===== config.mk =====
export PLATFORM = sky130hd
export DESIGN_NAME = reduce_stim_driver
export DESIGN_NICKNAME = d
export VERILOG_FILES = /design/src/rtl/reduce_stim_driver.sv
export SDC_FILE = /design/constraint.sdc
export NUM_CORES = 1
export LEC_CHECK = 0
export BUFFER_PORTS_ARGS = -buffer_cell sky130_fd_sc_hd__buf_2
export CAP_MARGIN = 10
export CORE_AREA = 2 2 63 65
export CTS_CLUSTER_SIZE = 8
export DETAILED_ROUTE_END_ITERATION = 12
export DIE_AREA = 0 0 65 67
export GPL_TIMING_DRIVEN = 0
export HOLD_SLACK_MARGIN = 0.02
export PLACE_DENSITY = 0.82
export SETUP_SLACK_MARGIN = 0.1
export SLEW_MARGIN = 20
export SYNTH_ARGS = -nofsm -noshare
export SYNTH_HDL_FRONTEND = slang
export SYNTH_SLANG_ARGS = --single-unit

===== constraint.sdc =====
create_clock -name CLK -period 5.73 [get_ports CLK]
set_input_delay 0.2865 -clock CLK [delete_from_list [all_inputs] [get_ports CLK]]
set_output_delay 0.2865 -clock CLK [all_outputs]
set_load 0.005 [all_outputs]

===== src/rtl/reduce_stim_driver.sv =====
// reduce_stim_driver: exhaustive stimulus driver and self-checker for the
// reduction block out = (|in1) && (&in1). It walks every {in2,in1} vector,
// aligns its prediction to the DUT latency and reports pass/fail plus the
// first failing vector.
// Optional build macro REDUCE_STIM_LFSR_EN selects an LFSR vector order
// (seeded by SEED) instead of the default binary count.
module reduce_stim_driver #(
  parameter int unsigned WIDTH   = 4,
  parameter int unsigned LATENCY = 0,
  parameter int unsigned SEED    = 1
) (
  input  logic               CLK,
  input  logic               ASYNCRESETN,
  input  logic               start,
  input  logic               dut_ready,
  output logic [WIDTH-1:0]   in1,
  output logic [WIDTH-1:0]   in2,
  output logic               vec_valid,
  input  logic               dut_out,
  output logic               busy,
  output logic               done,
  output logic               pass,
  output logic [15:0]        err_count,
  output logic [2*WIDTH-1:0] first_fail
);

  localparam int unsigned VW      = 2 * WIDTH;
  localparam int unsigned ENTRY_W = VW + 2;

  localparam int unsigned DRAIN_LAST_I = (LATENCY == 0) ? 0 : LATENCY - 1;
  localparam logic [2:0]  DRAIN_LAST   = DRAIN_LAST_I[2:0];

  typedef enum logic [1:0] {
    S_IDLE,
    S_RUN,
    S_DRAIN,
    S_DONE
  } state_t;

  state_t state, state_nxt;

  logic [VW-1:0]      vec;
  logic [VW-1:0]      gen_next;
  logic               last_vec;
  logic               accept;
  logic               run_enter;
  logic               exp_now;
  logic [ENTRY_W-1:0] entry;
  logic [ENTRY_W-1:0] tail;
  logic               tail_valid;
  logic               tail_exp;
  logic [VW-1:0]      tail_vec;
  logic               mismatch;
  logic [2:0]         drain_cnt;

`ifdef REDUCE_STIM_LFSR_EN
  // Feedback tap masks for a maximal-length Fibonacci LFSR of n bits.
  function automatic logic [15:0] tap_mask(input int unsigned n);
    logic [15:0] m;
    case (n)
      4:       m = 16'h000C;
      6:       m = 16'h0030;
      8:       m = 16'h00B8;
      10:      m = 16'h0240;
      12:      m = 16'h0829;
      14:      m = 16'h2015;
      16:      m = 16'hD008;
      default: m = '0;
    endcase
    return m;
  endfunction

  localparam logic [15:0]   TAP_ALL  = tap_mask(VW);
  localparam logic [VW-1:0] TAPS     = TAP_ALL[VW-1:0];
  localparam logic [VW-1:0] GEN_INIT = SEED[VW-1:0];

  logic [VW-1:0] lfsr_step;

  // The LFSR never reaches zero; the step that would wrap back to the seed
  // emits the zero vector instead, so zero is issued exactly once, last.
  always_comb begin
    lfsr_step = {vec[VW-2:0], ^(vec & TAPS)};
    gen_next  = (lfsr_step == GEN_INIT) ? '0 : lfsr_step;
    last_vec  = (vec == '0);
  end
`else
  localparam logic [VW-1:0] GEN_INIT = '0;
  localparam logic [VW-1:0] ONE      = {{(VW-1){1'b0}}, 1'b1};

  // Binary count: the all-ones vector is the last one.
  always_comb begin
    gen_next = vec + ONE;
    last_vec = &vec;
  end
`endif

  assign in1       = vec[WIDTH-1:0];
  assign in2       = vec[VW-1:WIDTH];
  assign vec_valid = (state == S_RUN);
  assign busy      = (state == S_RUN) || (state == S_DRAIN);
  assign done      = (state == S_DONE);
  assign pass      = (state == S_DONE) && (err_count == '0);

  assign accept    = vec_valid && dut_ready;
  assign run_enter = start && ((state == S_IDLE) || (state == S_DONE));
  assign exp_now   = (|in1) && (&in1);
  assign entry     = {accept, exp_now, vec};

  // Delay line aligning each accepted vector with the DUT output.
  generate
    if (LATENCY == 0) begin : g_no_delay
      assign tail = entry;
    end else begin : g_delay
      logic [ENTRY_W-1:0] dl [LATENCY];

      // Shifts every cycle regardless of dut_ready; a new run starts empty.
      always_ff @(posedge CLK or negedge ASYNCRESETN) begin
        if (!ASYNCRESETN) begin
          for (int unsigned i = 0; i < LATENCY; i++) dl[i] <= '0;
        end else if (run_enter) begin
          for (int unsigned i = 0; i < LATENCY; i++) dl[i] <= '0;
        end else begin
          dl[0] <= entry;
          for (int unsigned i = 1; i < LATENCY; i++) dl[i] <= dl[i-1];
        end
      end

      assign tail = dl[LATENCY-1];
    end
  endgenerate

  assign tail_valid = tail[ENTRY_W-1];
  assign tail_exp   = tail[ENTRY_W-2];
  assign tail_vec   = tail[VW-1:0];

  // Case inequality so an X/Z DUT output is reported as a mismatch.
  assign mismatch = tail_valid && (dut_out !== tail_exp);

  // State register.
  always_ff @(posedge CLK or negedge ASYNCRESETN) begin
    if (!ASYNCRESETN) state <= S_IDLE;
    else              state <= state_nxt;
  end

  // Next-state logic.
  always_comb begin
    state_nxt = state;
    case (state)
      S_IDLE:  if (start) state_nxt = S_RUN;
      S_RUN: begin
        if (accept && last_vec) state_nxt = (LATENCY == 0) ? S_DONE : S_DRAIN;
      end
      S_DRAIN: if (drain_cnt == DRAIN_LAST) state_nxt = S_DONE;
      S_DONE:  if (start) state_nxt = S_RUN;
      default: state_nxt = S_IDLE;
    endcase
  end

  // Vector register; holds on stall and after the last vector.
  always_ff @(posedge CLK or negedge ASYNCRESETN) begin
    if (!ASYNCRESETN)              vec <= '0;
    else if (run_enter)            vec <= GEN_INIT;
    else if (accept && !last_vec)  vec <= gen_next;
  end

  // Counts cycles spent in DRAIN.
  always_ff @(posedge CLK or negedge ASYNCRESETN) begin
    if (!ASYNCRESETN)           drain_cnt <= '0;
    else if (state == S_DRAIN)  drain_cnt <= drain_cnt + 3'd1;
    else                        drain_cnt <= '0;
  end

  // Mismatch bookkeeping: saturating count and first failing vector.
  always_ff @(posedge CLK or negedge ASYNCRESETN) begin
    if (!ASYNCRESETN) begin
      err_count  <= '0;
      first_fail <= '0;
    end else if (run_enter) begin
      err_count  <= '0;
      first_fail <= '0;
    end else if (mismatch) begin
      if (err_count != '1) err_count <= err_count + 16'd1;
      if (err_count == '0) first_fail <= tail_vec;
    end
  end

endmodule


==> metrics.csv, run 1 <==
stage,metric,value,unit
worst_setup_path,reg2reg_from,err_count[0]$_DFFE_PN0P_,
finish,n_antenna_cell,0,
sta,maxSlewHeadroom,0.3347,
worst_setup_path,endpoint,err_count[1]$_DFFE_PN0P_,
synth,synthCells,210,
sta,period_minus_slack,2374,ps
sta,max_freq,421.2,MHz
finish,syn_to_final_growth,18.07,%
worst_setup_path,startpoint,err_count[0]$_DFFE_PN0P_,
synth,synth_ff_type,dfrtp_1,
finish,finalNetCount,271,
synth,avgSynthCellArea,9.926,µm²
worst_setup_path,required,5940,ps
power,power,0.7220,mW
placed_design,placed_area,2345,µm²
sta,clock-skew-final,8.456,ps
die,initial_core_util,0.5781,
cts,hold_buffers,0,
synth,yosysMostFrequentCell,dfrtp_1,
worst_setup_path,worstSetupStartpointType,register,
synth,ys_ff_latch,37,
worst_setup_path,arrival,2590,ps
synth,async_reset_ff_frac,1.000,
sta,setup_viol_count_final,0,
cts,cts_buffer_depth,2,
worst_setup_path,worstPathMaxFanout,9,
cts,cts-root-buf,clkbuf_8,
grt,grt_usage,0.2342,
finish,regArea,925.9,µm²
grt,grt_pass1_wl,7693,µm
worst_setup_path,path_cells,"ha_1, buf_1, nand4_1, nor4_1, o21ai_0, a21oi_1",
worst_setup_path,reg2reg_slack,3360,ps
worst_setup_path,critPathTopFamily,simple AND/OR/NAND/NOR gates,
worst_setup_path,endpoint_kind,register,
synth,synth_area,2084,µm²
worst_setup_path,path_depth,6,
die,die_width,65,µm
sta,finalMaxSlewViolations,0,
placed_design,portBuffers,40,
sta,hold_violations,0,
finish,final_cells,306,
finish,drive_gt1_frac,0.2248,
die,num_rows,22,
placed_design,gp_congestion,0.9012,
synth,synth.area.top_cells,"dfrtp_1 44%, ha_1 5.4%, a22o_1 3.4%",
run_status,outcome,finished clean,
sta,setup_ws,3356,ps
worst_setup_path,cp_num_buf_inv,1,
cts,path_clk_slew,80,ps
drt,wl_per_cell,15.83,µm
drt,dr.pass1.iters,4,
cts,clock_latency,290,ps
worst_setup_path,cpPeakStageDelay,770,ps
power,vdd_drop_max,0.2239,mV
sta,tightest_slew,988.9,ps
synth,yosysWarnings,0,
power,leakage,1.230,nW
synth,synth_top_area_share,0.4442,
cts,cts_sinks,37,
drt,drtIter0Drc,186,
synth,yosysUniqueCellTypes,46,
die,die_area,4355,µm²
grt,antenna_found_initial,0,
synth,synth_commonest_cells,"37 x dfrtp_1, 13 x nor2_1, 12 x inv_1",
cts,post_cts_buffers,0,
grt,grt_pass1_vias,1619,
sta,fin_crit_sh,0.4143,
sta,rsz0062_at_grt,false,
synth,syn-num-nets,224,
synth,synth_edf_count,0,
drt,ant_nets,0,
finish,n_fill_cell,299,
worst_setup_path,crit_type,register to register,
flow_run,maxCapViolCount,0,
drt,drc,0,
cts,cts_tree,done,
placed_design,hpwl,3357,µm
placed_design,dp.cells,298,
drt,wirelength,4844,µm
grt,grt-ovfl-total,0,
drt,dr_total_vias,1857,
sta,tns,0,ps
drt,viasPerCell,6.069,
cts,cts_inserted_buffers,5,
placed_design,pre_cts_ws,3517,ps
min_path,hold_class,primary input to asynchronous set/reset pin,
synth,seq_area_frac_synth,0.4442,
worst_setup_path,r2r-end,err_count[1]$_DFFE_PN0P_,
die,io_pins,41,
finish,multiInputGateArea,1066,µm²
worst_setup_path,reg2regPathDepth,6,
cts,cts_resized,0,
finish,stdcell_area,2461,µm²
die,core-area,3606,µm²
die,die_h,67,µm
grt,grt_max_degree,38,
cts,htreeDepth,2,
worst_setup_path,cp_slowest_cell,nor4_1,
synth,yosysTopAreaCell,dfrtp_1,
power,p_per_area,293.4,nW/µm²
## state kept, by name (all words and copies together) (netlist names)
| register | count |
|---|---|
| err_count | 16 |
| first_fail | 8 |
| tail_vec | 8 |
| drain_cnt | 3 |
| state | 2 |
## power by group
group / switching, mW / internal [mW]
clock network: 0.0942 / 0.142
registers: 0.0237 / 0.279
logic: 0.113 / 0.0703
## per-stage QoR
step                hold WS (ps)    util
finish                     83.42  0.6825
global route               167.6  0.6825
CTS                        117.7  0.6825
detailed placement         431.3  0.6502
global placement           430.0  0.6502
floorplan                 -9.091       -
## cells by family after synthesis
logic type / after synthesis / share of synthesized area
DFF: 37 / 0.4442
xor gates and xnor gates: 6 / 0.02521
and+or+nand+nor: 89 / 0.2587
adders and majority gates: 9 / 0.05402
AOI/OAI and AO/OA: 43 / 0.1489
buffers and inverters: 21 / 0.04441
muxes: 5 / 0.02461
## routing by layer
layer,wire [µm],GRT usage,up-vias
li1,-,-,883
met1,2205,0.3186,901
met2,2286,0.3763,64
met3,270,0.03716,9
met4,82,0.08777,0
met5,0,0,-
## layout by cell type (no fill, tap or decap), types with 7 or more instances in the layout
master,synthesis,routed
a22o_1,8,8
nand4_1,8,8
buf_2,2,42
nor2_1,13,13
dfrtp_1,37,37
nor4_1,8,8
and2_1,10,10
nand2_1,10,10
nor3_1,8,8
a21oi_1,7,7
and3_1,7,7
o21ai_0,8,8
inv_1,12,12
ha_1,9,9
## how the worst min path moves through the flow
stage	start	end	slack, ps	cells after the start
global placement	ASYNCRESETN	err_count[15]$_DFFE_PN0P_	430	1
global route	ASYNCRESETN	drain_cnt[0]$_DFF_PN0_	170	1
CTS	ASYNCRESETN	err_count[7]$_DFFE_PN0P_	120	1
finish	ASYNCRESETN	err_count[15]$_DFFE_PN0P_	80	1
floorplan	ASYNCRESETN	drain_cnt[0]$_DFF_PN0_	-9	0
detailed placement	ASYNCRESETN	err_count[15]$_DFFE_PN0P_	430	1
## area by class of cell
class	count	area share
clock buffer	7	0.03508
timing repair buffer	40	0.08134
clock inverter	1	0.01220
sequential	37	0.3762
inverter	12	0.01830
multi-input combinational	152	0.4331
buffer	9	0.01932
tap	48	0.02440
## worst reg2reg max path, delay by kind of cell, from the launching register on
| kind | cells | cell delay (ps) |
|---|---|---|
| simple gates | 2 | 940 |
| compound gates | 2 | 380 |
| buf+inv | 1 | 320 |
| fa+ha+maj | 1 | 190 |
| flops | 1 | 480 |
Power figures use the tool's default switching activity.
==> run 2: changes to the inputs <==
- CORE_AREA: 2 2 63 65 -> 2 2 65 67
- DIE_AREA: 0 0 65 67 -> 0 0 67 69
- PLACE_DENSITY: 0.82 -> 0.78
- clock period: 5.73 -> 2.4 ns (I/O delays scaled with it)
==> metrics.csv, run 2 (synthesized netlist as in run 1, its figures left out) <==
stage,metric,value,unit,change
worst_setup_path,worstSetupStartpointType,register,,
die,core-area,3914,µm²,+8.5%
power,internal-power,1.174,mW,+140%
drt,viasPerCell,6.071,,about the same
finish,n_antenna_cell,0,,unchanged
finish,finalNetCount,272,,+0.37%
cts,cts_sinks,37,,unchanged
sta,clock-skew-final,4.897,ps,-3.560 ps
finish,syn_to_final_growth,19.21,%,
sta,tns,0,ps,unchanged
die,io_pins,41,,unchanged
worst_setup_path,required,2600,ps,-3340 ps
grt,grt_max_degree,38,,unchanged
sta,hold_violations,0,,unchanged
power,p_comb_frac,0.254,,about the same
die,die_h,69,µm,+3.0%
finish,drive_gt1_frac,0.2355,,+0.01072
finish,regMostFlops,err_count,,
finish,final_util,0.6349,,-0.04760
die,die_width,67,µm,+3.1%
worst_setup_path,worstPathMaxFanout,10,,+1
die,die_area,4623,µm²,+6.2%
die,num_rows,23,,+4.5%
placed_design,dp.cells,300,,+0.67%
sta,rsz0062_at_grt,false,,
sta,finalMaxSlewViolations,0,,unchanged
cts,cts_tree,done,,
power,power_switching,0.5364,mW,+130%
finish,final_cell_mix,"42 x buf_2, 37 x dfrtp_1, 13 x nor2_1",,
min_path,hold_class,primary input to register,,
worst_setup_path,reg2regPathDepth,7,,+1
grt,antenna_found_initial,0,,unchanged
power,p_sw_frac,0.3137,,-0.006564
worst_setup_path,endpoint_kind,register,,
finish,final_cells,309,,+0.98%
drt,dr_total_vias,1876,,+1.0%
flow_run,maxCapViolCount,0,,unchanged
cts,cts_buffer_depth,2,,unchanged
placed_design,hpwl,3323,µm,-1.0%
worst_setup_path,reg2reg_slack,280,ps,-3080 ps
sta,fin_crit_sh,0.8852,,+0.4709
sta,maxSlewHeadroom,0.4660,,+0.1313
sta,whs,140.6,ps,+57.16 ps
cts,cts-root-buf,clkbuf_8,,
grt,grt_pass1_wl,7914,µm,+2.9%
finish,largest_reg_flops,16,,unchanged
worst_setup_path,startpoint,err_count[1]$_DFFE_PN0P_,,
cts,path_clk_slew,70,ps,about the same
sta,setup_viol_count_final,0,,unchanged
sta,period_minus_slack,2124,ps,-249.5 ps
run_status,outcome,finished clean,,
power,vdd_drop_max,0.3341,mV,+49%
drt,drtIter0Drc,124,,-33%
worst_setup_path,crit_type,register to register,,
sta,max_freq,470.7,MHz,+12%
worst_setup_path,arrival,2320,ps,-270 ps
power,power_frac_clock,0.328,,about the same
cts,cts_inserted_buffers,5,,unchanged
sta,tightest_slew,801.0,ps,-187.8 ps
drt,drc,0,,unchanged
finish,final_common_cell,buf_2,,
drt,dr.pass1.iters,4,,unchanged
power,power_frac_seq,0.418,,about the same
placed_design,portBuffers,40,,unchanged
power,leakage,1.238,nW,+0.66%
grt,grt_usage,0.2170,,-0.01726
drt,wl_per_cell,15.54,µm,-1.8%
die,initial_core_util,0.5326,,-0.04546
grt,grt-ovfl-total,0,,unchanged
worst_setup_path,r2r-end,err_count[5]$_DFFE_PN0P_,,
worst_setup_path,endpoint,err_count[5]$_DFFE_PN0P_,,
drt,ant_nets,0,,unchanged
cts,htreeDepth,2,,unchanged
grt,grt_pass1_vias,1739,,+7.4%
cts,clock_latency,290,ps,about the same
placed_design,gp_congestion,0.8771,,-2.7%
worst_setup_path,reg2reg_from,err_count[1]$_DFFE_PN0P_,,
power,p_per_area,688.3,nW/µm²,+130%
drt,wirelength,4803,µm,-0.85%
## run 2: cell types whose count changed in the layout (fill, tap and decap cells not counted)
| cell | delta |
|---|---|
| nor4_1 | -1 |
| nor4_2 | +1 |
| a21oi_1 | -1 |
| buf_1 | -1 |
| dlygate4sd3_1 | +1 |
| a21oi_2 | +1 |
| clkbuf_2 | +1 |
## run 2: worst min path at each step
stage / slack, ps / end / from / depth (start not counted)
3_5_place_dp: 270 / first_fail[5]$_DFFE_PN0P_ / ASYNCRESETN / 1
4_1_cts: 140 / state[0]$_DFFE_PN0P_ / start / 3
2_1_floorplan: -180 / drain_cnt[0]$_DFF_PN0_ / ASYNCRESETN / 0
5_1_grt: 170 / state[0]$_DFFE_PN0P_ / start / 3
3_3_place_gp: 270 / err_count[4]$_DFFE_PN0P_ / ASYNCRESETN / 1
6_report: 140 / state[0]$_DFFE_PN0P_ / start / 3
## run 2: timing repair
item | CTS | global route
endpoints found under the hold margin | 37 | 0
hold buffers | 1 | 0
endpoints found under the setup margin | 0 | 18
setup buffers | 0 | 0
gates resized for setup | 0 | 3
## run 2: cell type report
class | instances | area (µm²)
fillers | 368 | 1429
multi-input cells | 152 | 1076
flip-flops and latches | 37 | 925.9
repair buffers | 41 | 210.2
clock buffers | 7 | 86.33
well taps | 50 | 62.56
plain buffers | 9 | 48.80
inverters | 12 | 45.04
clock inverters | 1 | 30.03
## run 2: per-layer routing
| layer | track usage | wire [µm] | vias to the layer above |
|---|---|---|---|
| met5 | 0 | 0 | - |
| met4 | 0.06576 | 74 | 0 |
| met3 | 0.04568 | 321 | 11 |
| met2 | 0.3476 | 2278 | 76 |
| met1 | 0.2911 | 2130 | 911 |
| li1 | - | - | 878 |
## run 2: critical path, cell delays in order (launching register included)
cell and delay, ps:
dfrtp_1 450, ha_1 180, clkbuf_2 200, nand4_1 170, or4_4 470, buf_6 160
and2_1 150, a311oi_1 240
## run 2: power groups by stage
| stage | Sequential (mW) | Combinational [mW] | Clock, mW |
|---|---|---|---|
| after floorplan | 0.722 | 0.269 | 0 |
| after global placement | 0.725 | 0.424 | 0 |
| after detailed placement | 0.727 | 0.432 | 0 |
| after CTS | 0.715 | 0.433 | 0.572 |
| after global routing | 0.724 | 0.489 | 0.602 |
| final | 0.715 | 0.434 | 0.561 |
## run 2: metrics by stage
stage	setup slack [ps]	power, mW	cell area (µm²)
final	275.5	1.710	2485
after global placement	189.5	1.150	2347
after floorplan	438.8	0.9912	2085
after detailed placement	183.0	1.159	2347
after global routing	104.6	1.815	2485
after CTS	147.9	1.720	2474
